**config.mk**
```make
export PLATFORM = sky130hd
export DESIGN_NAME = idu_stage
export DESIGN_NICKNAME = d
export VERILOG_FILES = /design/src/rtl/idu_pkg.sv /design/src/rtl/idu_decode_comb.sv /design/src/rtl/idu_stage.sv
export SDC_FILE = /design/constraint.sdc
export NUM_CORES = 1
export LEC_CHECK = 0
export CORE_ASPECT_RATIO = 0.9
export CORE_MARGIN = 2
export CORE_UTILIZATION = 40
export DETAILED_ROUTE_END_ITERATION = 7
export GPL_TIMING_DRIVEN = 0
export PLACE_DENSITY = 0.63
export SYNTH_ARGS = -nofsm -noshare
export SYNTH_HDL_FRONTEND = slang
export SYNTH_SLANG_ARGS = --single-unit
export TNS_END_PERCENT = 5
```
**constraint.sdc**
```tcl
create_clock -name clk -period 29.3 [get_ports clk]
set_clock_uncertainty 0.1 [all_clocks]
set_input_delay 7.325 -clock clk [delete_from_list [all_inputs] [get_ports clk]]
set_output_delay 7.325 -clock clk [all_outputs]
set_load 0.02 [all_outputs]
```
**src/rtl/idu_pkg.sv**
```systemverilog
// Shared encodings for the decode stage: opcodes, legacy control-bundle codes and the
// packed control/system structs handed from IDU to EXU.
package idu_pkg;

  localparam logic [6:0] OpLoad    = 7'b0000011;
  localparam logic [6:0] OpMiscMem = 7'b0001111;
  localparam logic [6:0] OpImm     = 7'b0010011;
  localparam logic [6:0] OpAuipc   = 7'b0010111;
  localparam logic [6:0] OpStore   = 7'b0100011;
  localparam logic [6:0] OpReg     = 7'b0110011;
  localparam logic [6:0] OpLui     = 7'b0110111;
  localparam logic [6:0] OpBranch  = 7'b1100011;
  localparam logic [6:0] OpJalr    = 7'b1100111;
  localparam logic [6:0] OpJal     = 7'b1101111;
  localparam logic [6:0] OpSystem  = 7'b1110011;

  localparam logic [31:0] InstrEcall  = 32'h0000_0073;
  localparam logic [31:0] InstrEbreak = 32'h0010_0073;
  localparam logic [31:0] InstrMret   = 32'h3020_0073;

  typedef enum logic [2:0] {
    ExtI = 3'd0,
    ExtU = 3'd1,
    ExtS = 3'd2,
    ExtB = 3'd3,
    ExtJ = 3'd4
  } ext_op_e;

  // Unsigned compares reuse BrLt/BrGe; the ALU op (Sltu) carries signedness.
  typedef enum logic [2:0] {
    BrNone = 3'b000,
    BrJal  = 3'b001,
    BrJalr = 3'b010,
    BrEq   = 3'b100,
    BrNe   = 3'b101,
    BrLt   = 3'b110,
    BrGe   = 3'b111
  } branch_e;

  typedef enum logic [1:0] {
    AluBRs2  = 2'b00,
    AluBImm  = 2'b01,
    AluBFour = 2'b10
  } alu_b_e;

  typedef enum logic [3:0] {
    AluAdd   = 4'b0000,
    AluSll   = 4'b0001,
    AluSlt   = 4'b0010,
    AluCopyB = 4'b0011,
    AluXor   = 4'b0100,
    AluSrl   = 4'b0101,
    AluOr    = 4'b0110,
    AluAnd   = 4'b0111,
    AluSub   = 4'b1000,
    AluSltu  = 4'b1010,
    AluSra   = 4'b1101
  } alu_op_e;

  // MemOP mirrors load/store funct3.
  localparam logic [2:0] MemB  = 3'b000;
  localparam logic [2:0] MemH  = 3'b001;
  localparam logic [2:0] MemW  = 3'b010;
  localparam logic [2:0] MemD  = 3'b011;
  localparam logic [2:0] MemBu = 3'b100;
  localparam logic [2:0] MemHu = 3'b101;
  localparam logic [2:0] MemWu = 3'b110;

  // csr_op mirrors SYSTEM funct3.
  localparam logic [2:0] CsrNone = 3'b000;
  localparam logic [2:0] CsrRw   = 3'b001;
  localparam logic [2:0] CsrRs   = 3'b010;
  localparam logic [2:0] CsrRc   = 3'b011;
  localparam logic [2:0] CsrRwi  = 3'b101;
  localparam logic [2:0] CsrRsi  = 3'b110;
  localparam logic [2:0] CsrRci  = 3'b111;

  typedef struct packed {
    ext_op_e     ext_op;
    logic        reg_wr;
    branch_e     branch;
    logic        mem_to_reg;
    logic        mem_wr;
    logic [2:0]  mem_op;
    logic        mem_wen;
    logic        alu_a_ctr;
    alu_b_e      alu_b_ctr;
    alu_op_e     alu_ctr;
  } ctrl_t;

  typedef struct packed {
    logic [2:0]  csr_op;
    logic [11:0] csr_addr;
    logic        is_ecall;
    logic        is_ebreak;
    logic        is_mret;
    logic        is_fence;
    logic        illegal;
  } sys_t;

  // Base ALU op for OP/OP-IMM; sub and sra are selected by funct7 at the call site.
  function automatic alu_op_e alu_op_from_f3(input logic [2:0] f3);
    alu_op_e op;
    case (f3)
      3'b000:  op = AluAdd;
      3'b001:  op = AluSll;
      3'b010:  op = AluSlt;
      3'b011:  op = AluSltu;
      3'b100:  op = AluXor;
      3'b101:  op = AluSrl;
      3'b110:  op = AluOr;
      default: op = AluAnd;
    endcase
    return op;
  endfunction

endpackage

```
**src/rtl/idu_decode_comb.sv**
```systemverilog
// Purely combinational RV32I (+ RV64 ld/lwu/sd, shamt[5]) decoder producing the control
// bundle, system decode, immediate and register indices for one instruction word.
module idu_decode_comb
  import idu_pkg::*;
#(
  parameter int unsigned XLEN       = 32,
  parameter bit          ENABLE_CSR = 1'b1
) (
  input  logic [31:0]     instr,
  output ctrl_t           ctrl,
  output sys_t            sys,
  output logic [XLEN-1:0] imm,
  output logic [4:0]      rs1,
  output logic [4:0]      rs2,
  output logic [4:0]      rd
);

  localparam bit Is64 = (XLEN == 64);

  logic [6:0]  opcode;
  logic [2:0]  funct3;
  logic [6:0]  funct7;
  logic        illegal;
  logic        use_rd;
  logic        use_rs1;
  logic        use_rs2;
  logic        zimm_sel;
  logic [31:0] imm32;

  assign opcode = instr[6:0];
  assign funct3 = instr[14:12];
  assign funct7 = instr[31:25];

  always_comb begin
    ctrl     = '0;
    sys      = '0;
    illegal  = 1'b0;
    use_rd   = 1'b0;
    use_rs1  = 1'b0;
    use_rs2  = 1'b0;
    zimm_sel = 1'b0;

    case (opcode)
      OpLui: begin
        ctrl.ext_op    = ExtU;
        ctrl.reg_wr    = 1'b1;
        ctrl.alu_b_ctr = AluBImm;
        ctrl.alu_ctr   = AluCopyB;
        use_rd         = 1'b1;
      end
      OpAuipc: begin
        ctrl.ext_op    = ExtU;
        ctrl.reg_wr    = 1'b1;
        ctrl.alu_a_ctr = 1'b1;
        ctrl.alu_b_ctr = AluBImm;
        use_rd         = 1'b1;
      end
      OpJal: begin
        ctrl.ext_op    = ExtJ;
        ctrl.reg_wr    = 1'b1;
        ctrl.branch    = BrJal;
        ctrl.alu_a_ctr = 1'b1;
        ctrl.alu_b_ctr = AluBFour;
        use_rd         = 1'b1;
      end
      OpJalr: begin
        ctrl.ext_op    = ExtI;
        ctrl.reg_wr    = 1'b1;
        ctrl.branch    = BrJalr;
        ctrl.alu_a_ctr = 1'b1;
        ctrl.alu_b_ctr = AluBFour;
        use_rd         = 1'b1;
        use_rs1        = 1'b1;
        illegal        = (funct3 != 3'b000);
      end
      OpBranch: begin
        ctrl.ext_op = ExtB;
        use_rs1     = 1'b1;
        use_rs2     = 1'b1;
        case (funct3)
          3'b000:  begin ctrl.branch = BrEq; ctrl.alu_ctr = AluSlt;  end
          3'b001:  begin ctrl.branch = BrNe; ctrl.alu_ctr = AluSlt;  end
          3'b100:  begin ctrl.branch = BrLt; ctrl.alu_ctr = AluSlt;  end
          3'b101:  begin ctrl.branch = BrGe; ctrl.alu_ctr = AluSlt;  end
          3'b110:  begin ctrl.branch = BrLt; ctrl.alu_ctr = AluSltu; end
          3'b111:  begin ctrl.branch = BrGe; ctrl.alu_ctr = AluSltu; end
          default: illegal = 1'b1;
        endcase
      end
      OpLoad: begin
        ctrl.ext_op     = ExtI;
        ctrl.reg_wr     = 1'b1;
        ctrl.mem_to_reg = 1'b1;
        ctrl.mem_op     = funct3;
        ctrl.mem_wen    = 1'b1;
        ctrl.alu_b_ctr  = AluBImm;
        use_rd          = 1'b1;
        use_rs1         = 1'b1;
        illegal = !((funct3 inside {MemB, MemH, MemW, MemBu, MemHu}) ||
                    (Is64 && (funct3 inside {MemD, MemWu})));
      end
      OpStore: begin
        ctrl.ext_op    = ExtS;
        ctrl.mem_wr    = 1'b1;
        ctrl.mem_op    = funct3;
        ctrl.mem_wen   = 1'b1;
        ctrl.alu_b_ctr = AluBImm;
        use_rs1        = 1'b1;
        use_rs2        = 1'b1;
        illegal = !((funct3 inside {MemB, MemH, MemW}) || (Is64 && (funct3 == MemD)));
      end
      OpImm: begin
        ctrl.ext_op    = ExtI;
        ctrl.reg_wr    = 1'b1;
        ctrl.alu_b_ctr = AluBImm;
        ctrl.alu_ctr   = alu_op_from_f3(funct3);
        use_rd         = 1'b1;
        use_rs1        = 1'b1;
        // shamt[5] (instr[25]) only exists on RV64.
        if (funct3 == 3'b001) begin
          illegal = (instr[31:26] != 6'b0) || (!Is64 && instr[25]);
        end else if (funct3 == 3'b101) begin
          if (instr[30]) ctrl.alu_ctr = AluSra;
          illegal = ({instr[31], instr[29:26]} != 5'b0) || (!Is64 && instr[25]);
        end
      end
      OpReg: begin
        ctrl.reg_wr  = 1'b1;
        ctrl.alu_ctr = alu_op_from_f3(funct3);
        use_rd       = 1'b1;
        use_rs1      = 1'b1;
        use_rs2      = 1'b1;
        if (funct7 == 7'b0100000 && funct3 == 3'b000) begin
          ctrl.alu_ctr = AluSub;
        end else if (funct7 == 7'b0100000 && funct3 == 3'b101) begin
          ctrl.alu_ctr = AluSra;
        end else if (funct7 != 7'b0) begin
          illegal = 1'b1;
        end
      end
      OpMiscMem: begin
        if (ENABLE_CSR && funct3 == 3'b000) sys.is_fence = 1'b1;
        else                                illegal      = 1'b1;
      end
      OpSystem: begin
        if (funct3 == 3'b000) begin
          if (instr == InstrEcall)                    sys.is_ecall  = 1'b1;
          else if (instr == InstrEbreak)              sys.is_ebreak = 1'b1;
          else if (ENABLE_CSR && instr == InstrMret)  sys.is_mret   = 1'b1;
          else                                        illegal       = 1'b1;
        end else if (ENABLE_CSR && funct3 != 3'b100) begin
          sys.csr_op     = funct3;
          sys.csr_addr   = instr[31:20];
          ctrl.ext_op    = ExtI;
          ctrl.reg_wr    = 1'b1;
          ctrl.alu_b_ctr = AluBImm;
          ctrl.alu_ctr   = AluCopyB;
          use_rd         = 1'b1;
          use_rs1        = !funct3[2];
          zimm_sel       = funct3[2];
        end else begin
          illegal = 1'b1;
        end
      end
      default: illegal = 1'b1;
    endcase

    // Illegal entries must not cause any architectural side effect before EXU traps.
    if (illegal) begin
      ctrl.reg_wr   = 1'b0;
      ctrl.mem_wr   = 1'b0;
      ctrl.mem_wen  = 1'b0;
      ctrl.branch   = BrNone;
      sys.csr_op    = CsrNone;
      sys.is_ecall  = 1'b0;
      sys.is_ebreak = 1'b0;
      sys.is_mret   = 1'b0;
      sys.is_fence  = 1'b0;
      use_rd        = 1'b0;
      use_rs1       = 1'b0;
      use_rs2       = 1'b0;
      zimm_sel      = 1'b0;
    end
    sys.illegal = illegal;
  end

  always_comb begin
    case (ctrl.ext_op)
      ExtI:    imm32 = {{20{instr[31]}}, instr[31:20]};
      ExtS:    imm32 = {{20{instr[31]}}, instr[31:25], instr[11:7]};
      ExtB:    imm32 = {{19{instr[31]}}, instr[31], instr[7], instr[30:25], instr[11:8], 1'b0};
      ExtU:    imm32 = {instr[31:12], 12'b0};
      ExtJ:    imm32 = {{11{instr[31]}}, instr[31], instr[19:12], instr[20], instr[30:21], 1'b0};
      default: imm32 = 32'b0;
    endcase
  end

  assign imm = zimm_sel ? XLEN'(instr[19:15]) : XLEN'($signed(imm32));
  assign rd  = use_rd  ? instr[11:7]  : 5'b0;
  assign rs1 = use_rs1 ? instr[19:15] : 5'b0;
  assign rs2 = use_rs2 ? instr[24:20] : 5'b0;

endmodule

```
**src/rtl/idu_stage.sv**
```systemverilog
// Registered decode stage: decodes the incoming word and queues the result in a small FIFO
// with valid/ready on both sides, flush, and an ebreak halt that blocks further intake.
module idu_stage
  import idu_pkg::*;
#(
  parameter int unsigned XLEN       = 32,
  parameter int unsigned DEPTH      = 2,
  parameter bit          ENABLE_CSR = 1'b1
) (
  input  logic            clk,
  input  logic            rst,
  input  logic            flush,
  input  logic            in_valid,
  output logic            in_ready,
  input  logic [31:0]     in_instr,
  input  logic [XLEN-1:0] in_pc,
  output logic            out_valid,
  input  logic            out_ready,
  output logic [XLEN-1:0] out_pc,
  output logic [XLEN-1:0] out_imm,
  output logic [4:0]      out_rs1,
  output logic [4:0]      out_rs2,
  output logic [4:0]      out_rd,
  output ctrl_t           out_ctrl,
  output sys_t            out_sys,
  output logic            halted
);

  localparam int unsigned PtrW = (DEPTH > 1) ? $clog2(DEPTH) : 1;
  localparam int unsigned CntW = $clog2(DEPTH + 1);
  localparam logic [PtrW-1:0] PtrMax = PtrW'(DEPTH - 1);

  ctrl_t           dec_ctrl;
  sys_t            dec_sys;
  logic [XLEN-1:0] dec_imm;
  logic [4:0]      dec_rs1;
  logic [4:0]      dec_rs2;
  logic [4:0]      dec_rd;

  logic [CntW-1:0] count_q, count_d;
  logic [PtrW-1:0] wr_ptr_q, wr_ptr_d;
  logic [PtrW-1:0] rd_ptr_q, rd_ptr_d;
  logic            halted_q, halted_d;
  logic            push;
  logic            pop;

  logic [XLEN-1:0] pc_mem   [DEPTH];
  logic [XLEN-1:0] imm_mem  [DEPTH];
  logic [4:0]      rs1_mem  [DEPTH];
  logic [4:0]      rs2_mem  [DEPTH];
  logic [4:0]      rd_mem   [DEPTH];
  ctrl_t           ctrl_mem [DEPTH];
  sys_t            sys_mem  [DEPTH];

  idu_decode_comb #(
    .XLEN       (XLEN),
    .ENABLE_CSR (ENABLE_CSR)
  ) u_decode (
    .instr (in_instr),
    .ctrl  (dec_ctrl),
    .sys   (dec_sys),
    .imm   (dec_imm),
    .rs1   (dec_rs1),
    .rs2   (dec_rs2),
    .rd    (dec_rd)
  );

  assign in_ready  = (count_q < CntW'(DEPTH)) && !halted_q;
  assign out_valid = (count_q != '0);
  assign halted    = halted_q;

  // Flush wins over both handshakes.
  assign push = in_valid && in_ready && !flush;
  assign pop  = out_valid && out_ready && !flush;

  always_comb begin
    count_d  = count_q;
    wr_ptr_d = wr_ptr_q;
    rd_ptr_d = rd_ptr_q;
    halted_d = halted_q;
    if (flush) begin
      count_d  = '0;
      wr_ptr_d = '0;
      rd_ptr_d = '0;
      halted_d = 1'b0;
    end else begin
      if (push) wr_ptr_d = (wr_ptr_q == PtrMax) ? '0 : wr_ptr_q + 1'b1;
      if (pop)  rd_ptr_d = (rd_ptr_q == PtrMax) ? '0 : rd_ptr_q + 1'b1;
      case ({push, pop})
        2'b10:   count_d = count_q + 1'b1;
        2'b01:   count_d = count_q - 1'b1;
        default: count_d = count_q;
      endcase
      if (push && dec_sys.is_ebreak) halted_d = 1'b1;
    end
  end

  always_ff @(posedge clk or posedge rst) begin
    if (rst) begin
      count_q  <= '0;
      wr_ptr_q <= '0;
      rd_ptr_q <= '0;
      halted_q <= 1'b0;
    end else begin
      count_q  <= count_d;
      wr_ptr_q <= wr_ptr_d;
      rd_ptr_q <= rd_ptr_d;
      halted_q <= halted_d;
    end
  end

  // Payload storage needs no reset: outputs are masked while the FIFO is empty.
  always_ff @(posedge clk) begin
    if (push) begin
      pc_mem[wr_ptr_q]   <= in_pc;
      imm_mem[wr_ptr_q]  <= dec_imm;
      rs1_mem[wr_ptr_q]  <= dec_rs1;
      rs2_mem[wr_ptr_q]  <= dec_rs2;
      rd_mem[wr_ptr_q]   <= dec_rd;
      ctrl_mem[wr_ptr_q] <= dec_ctrl;
      sys_mem[wr_ptr_q]  <= dec_sys;
    end
  end

  assign out_pc   = out_valid ? pc_mem[rd_ptr_q]   : '0;
  assign out_imm  = out_valid ? imm_mem[rd_ptr_q]  : '0;
  assign out_rs1  = out_valid ? rs1_mem[rd_ptr_q]  : '0;
  assign out_rs2  = out_valid ? rs2_mem[rd_ptr_q]  : '0;
  assign out_rd   = out_valid ? rd_mem[rd_ptr_q]   : '0;
  assign out_ctrl = out_valid ? ctrl_mem[rd_ptr_q] : '0;
  assign out_sys  = out_valid ? sys_mem[rd_ptr_q]  : '0;

endmodule

```
==> results.cfg <==
[synth]
synth_area_um2 = 10500
synthDistinctLibCells = 54
synth_top_area_frac = 0.680
synthArstFlopShare = 0.0206
syn-num-nets = 845
part_of_the_yosys_area_used_for_sequential_elements = 0.691
dominant_cell_type_by_area_after_synthesis = sky130_fd_sc_hd__edfxtp_1
synth-seq-cells = 243
synthesis.instances = 776
post_synth.cell_area_avg_um2 = 13.6
synth_edf_count = 238
synth_warnings = 0
most_frequently_used_flop_master_after_synthesis = sky130_fd_sc_hd__edfxtp_1
synth_top_cells_by_area = sky130_fd_sc_hd__edfxtp_1, sky130_fd_sc_hd__mux2i_1, sky130_fd_sc_hd__nor2_1

[floorplanning]
floorplan.initialDensity = 0.406
dieArea_um2 = 27600
fp.coreArea_um2 = 25900
count_of_standard_cell_rows = 56
die_width_um = 175
ios = 191
fp.dieH_um = 158

[critical_path]
ff2ff_setup_slack_ps = 26440
setup.worst_path.class = reg -> out
worst_r2r_path_depth = 9
crit_arrival_ps = 3310
worstSetupEndpointType = output pin
r2r_start = count_q[1]
r2r_end = imm_mem[0][4]
timing.critical_path.from = rd_ptr_q
worstSetupEndpoint = out_rd[1]
timing.critical_path.required_ps = 21880
worstPathMaxFanout = 10
start_kind = flip-flop

[cts]
clkLatencyLatePin_ps = 520
h-tree-depth = 1
cts_root_buf = sky130_fd_sc_hd__clkbuf_16
post_cts_hold_buffer_count = 0
cts.sinks = 243
post-cts-setup-buffers = 0
cts_repair_resize_count = 0
tritoncts_clock_tree = done
num_cts_buffers = 27
clk_pin_slew_ps = 50
clock_tree.buffer_depth = 3

[power_and_ir_drop]
internal_power_mw = 0.629
p_sw_mw = 0.205
clock_power_share = 0.367
power.ir.vdd_worst_mv = 0.0374
seq_power_share = 0.480
power.combinational.fraction = 0.153
power.static_leakage_nw = 4.52
pwr_density_cell_nw_per_um2 = 60.5
net_switching_fraction_of_the_power = 0.246

[status]
status = finished clean

[routing]
drc = 0
ant_nets = 0
drt-pass1-iter-count = 5
route.detailed.vias_per_inst = 5.10
routed-via-count = 7003
drt_first_iter_violations = 434
drt_wl_total_mm = 26.4
detail_route.wl_per_cell_um = 19.2

[timing]
portion_of_the_clock_cycle_consumed_by_the_worst_path_in_the_final_layout = 0.366
hold_slack_ps = 426
setup_violations = 0
sum_of_negative_setup_slack_ps = 0
hold_violations = 0
rsz0062_at_grt = no
finalMaxSlewViolations = 0
max_slew_margin = 0.312
timing_worst_slew_pin_value_ps = 1030
timing.fmax_mhz = 93.2
min_period_ps = 10730

[worst_hold_path]
hold_class = reg -> reg

[layout]
sequential_cell_area_um2 = 7270
diodes = 0
finalNonFillerCells = 1372
area_growth_syn_to_layout_pct = 31.2
multi_input_comb_area_um2 = 3000
drive_above_1_share = 0.0664
nFillCells = 2243
most-common-layout-cells = sky130_fd_sc_hd__edfxtp_1, sky130_fd_sc_hd__clkdlybuf4s50_1, sky130_fd_sc_hd__nor2_1, sky130_fd_sc_hd__mux2i_1, sky130_fd_sc_hd__clkbuf_1
nNetsFinal = 1074
mostFrequentLayoutCell = sky130_fd_sc_hd__edfxtp_1

[global_routing]
grt_util_all_layers = 0.188
maximum_number_of_pins_on_one_net_before_global_route_repair = 64
initial_antenna_violation_count = 0
grt_pass1_wl_mm = 39.5
via_count_of_the_first_global_routing_pass = 6916
grt.overflow.total = 0

[placement]
globalplace.congestion = 0.869
numPlacedInstances = 1324
place.port_buffers = 187
dpl.hpwl_mm = 18.5

[run]
cap_violations = 0
## Yosys cell counts, types with 3 or more instances
library cell,number
sky130_fd_sc_hd__nand3_1,10
sky130_fd_sc_hd__or3b_1,3
sky130_fd_sc_hd__inv_1,19
sky130_fd_sc_hd__nor2b_1,4
sky130_fd_sc_hd__nor3_1,25
sky130_fd_sc_hd__or3_1,3
sky130_fd_sc_hd__mux2i_1,119
sky130_fd_sc_hd__buf_2,5
sky130_fd_sc_hd__edfxtp_1,238
sky130_fd_sc_hd__nor2_1,163
sky130_fd_sc_hd__a2bb2oi_1,3
sky130_fd_sc_hd__nor4_1,4
sky130_fd_sc_hd__o21ai_0,4
sky130_fd_sc_hd__nand2b_1,6
sky130_fd_sc_hd__and2_1,24
sky130_fd_sc_hd__nand2_1,20
sky130_fd_sc_hd__dfrtp_1,5
sky130_fd_sc_hd__nand3b_1,4
sky130_fd_sc_hd__nor3b_1,3
sky130_fd_sc_hd__a21oi_1,28
sky130_fd_sc_hd__buf_1,13
sky130_fd_sc_hd__xor2_1,4
sky130_fd_sc_hd__a221oi_1,4
sky130_fd_sc_hd__clkbuf_1,30
## worst max-delay path, cell delays in order (launching register included)
cell                              delay, ps
sky130_fd_sc_hd__dfrtp_1                320
sky130_fd_sc_hd__clkbuf_1               120
sky130_fd_sc_hd__clkbuf_1               650
sky130_fd_sc_hd__buf_1                  650
sky130_fd_sc_hd__mux2i_1                160
sky130_fd_sc_hd__nor2_1                 230
sky130_fd_sc_hd__clkdlybuf4s50_1        650
## metrics by stage
stage | cell area (um2) | setup slack [ps] | util | power [mW]
6_report | 13800 | 18570 | 0.532 | 0.834
5_1_grt | 13800 | 18390 | 0.532 | 0.865
4_1_cts | 13800 | 18520 | 0.532 | 0.844
3_5_place_dp | 13000 | 18860 | 0.501 | 0.537
3_3_place_gp | 12800 | 7360 | 0.495 | 0.537
2_1_floorplan | 10500 | 12950 | - | 0.477
## cell type report
type | count | area share
Clock buffer | 34 | 0.0509
Sequential cell | 243 | 0.527
Multi-Input combinational cell | 466 | 0.217
Inverter | 19 | 0.00517
Buffer | 48 | 0.0135
Clock inverter | 14 | 0.00698
Tap cell | 348 | 0.0316
Timing Repair Buffer | 200 | 0.148
## power by group through the flow
stage / clock network (mW) / registers [mW] / logic [mW]
global placement: 0 / 0.413 / 0.124
global route: 0.326 / 0.402 / 0.137
finish: 0.306 / 0.401 / 0.128
floorplan: 0 / 0.410 / 0.0667
detailed placement: 0 / 0.408 / 0.129
CTS: 0.314 / 0.401 / 0.129
## layer usage
metal  track usage  wire, um  up-vias
li1              -         -     3301
met1         0.265     12100     3390
met2         0.296     11700      262
met3        0.0377      1900       50
met4        0.0536       687        0
met5             0         0        -
## sequential cells by signal (all words and copies together), names as in the netlist
signal    flops
rd_mem       10
imm_mem      64
rs1_mem      10
sys_mem      40
pc_mem       64
rd_ptr_q      1
wr_ptr_q      1
rs2_mem      10
ctrl_mem     40
count_q       2
halted        1
## worst min path at each step
stage | cells after the start | from | slack, ps | endpoint
6_report | 1 | halted | 430 | halted
5_1_grt | 1 | halted | 480 | halted
4_1_cts | 1 | halted | 440 | halted
3_5_place_dp | 1 | halted | 420 | halted
3_3_place_gp | 1 | halted | 410 | halted
2_1_floorplan | 2 | wr_ptr_q | 420 | wr_ptr_q
## cell families after synthesis
kind of cell | after synthesis | synth area share
compound gates | 60 | 0.0383
flops | 243 | 0.691
mux | 119 | 0.113
xor+xnor | 4 | 0.00333
simple gates | 283 | 0.129
buf+inv | 67 | 0.0245
Power figures use the tool's default switching activity.
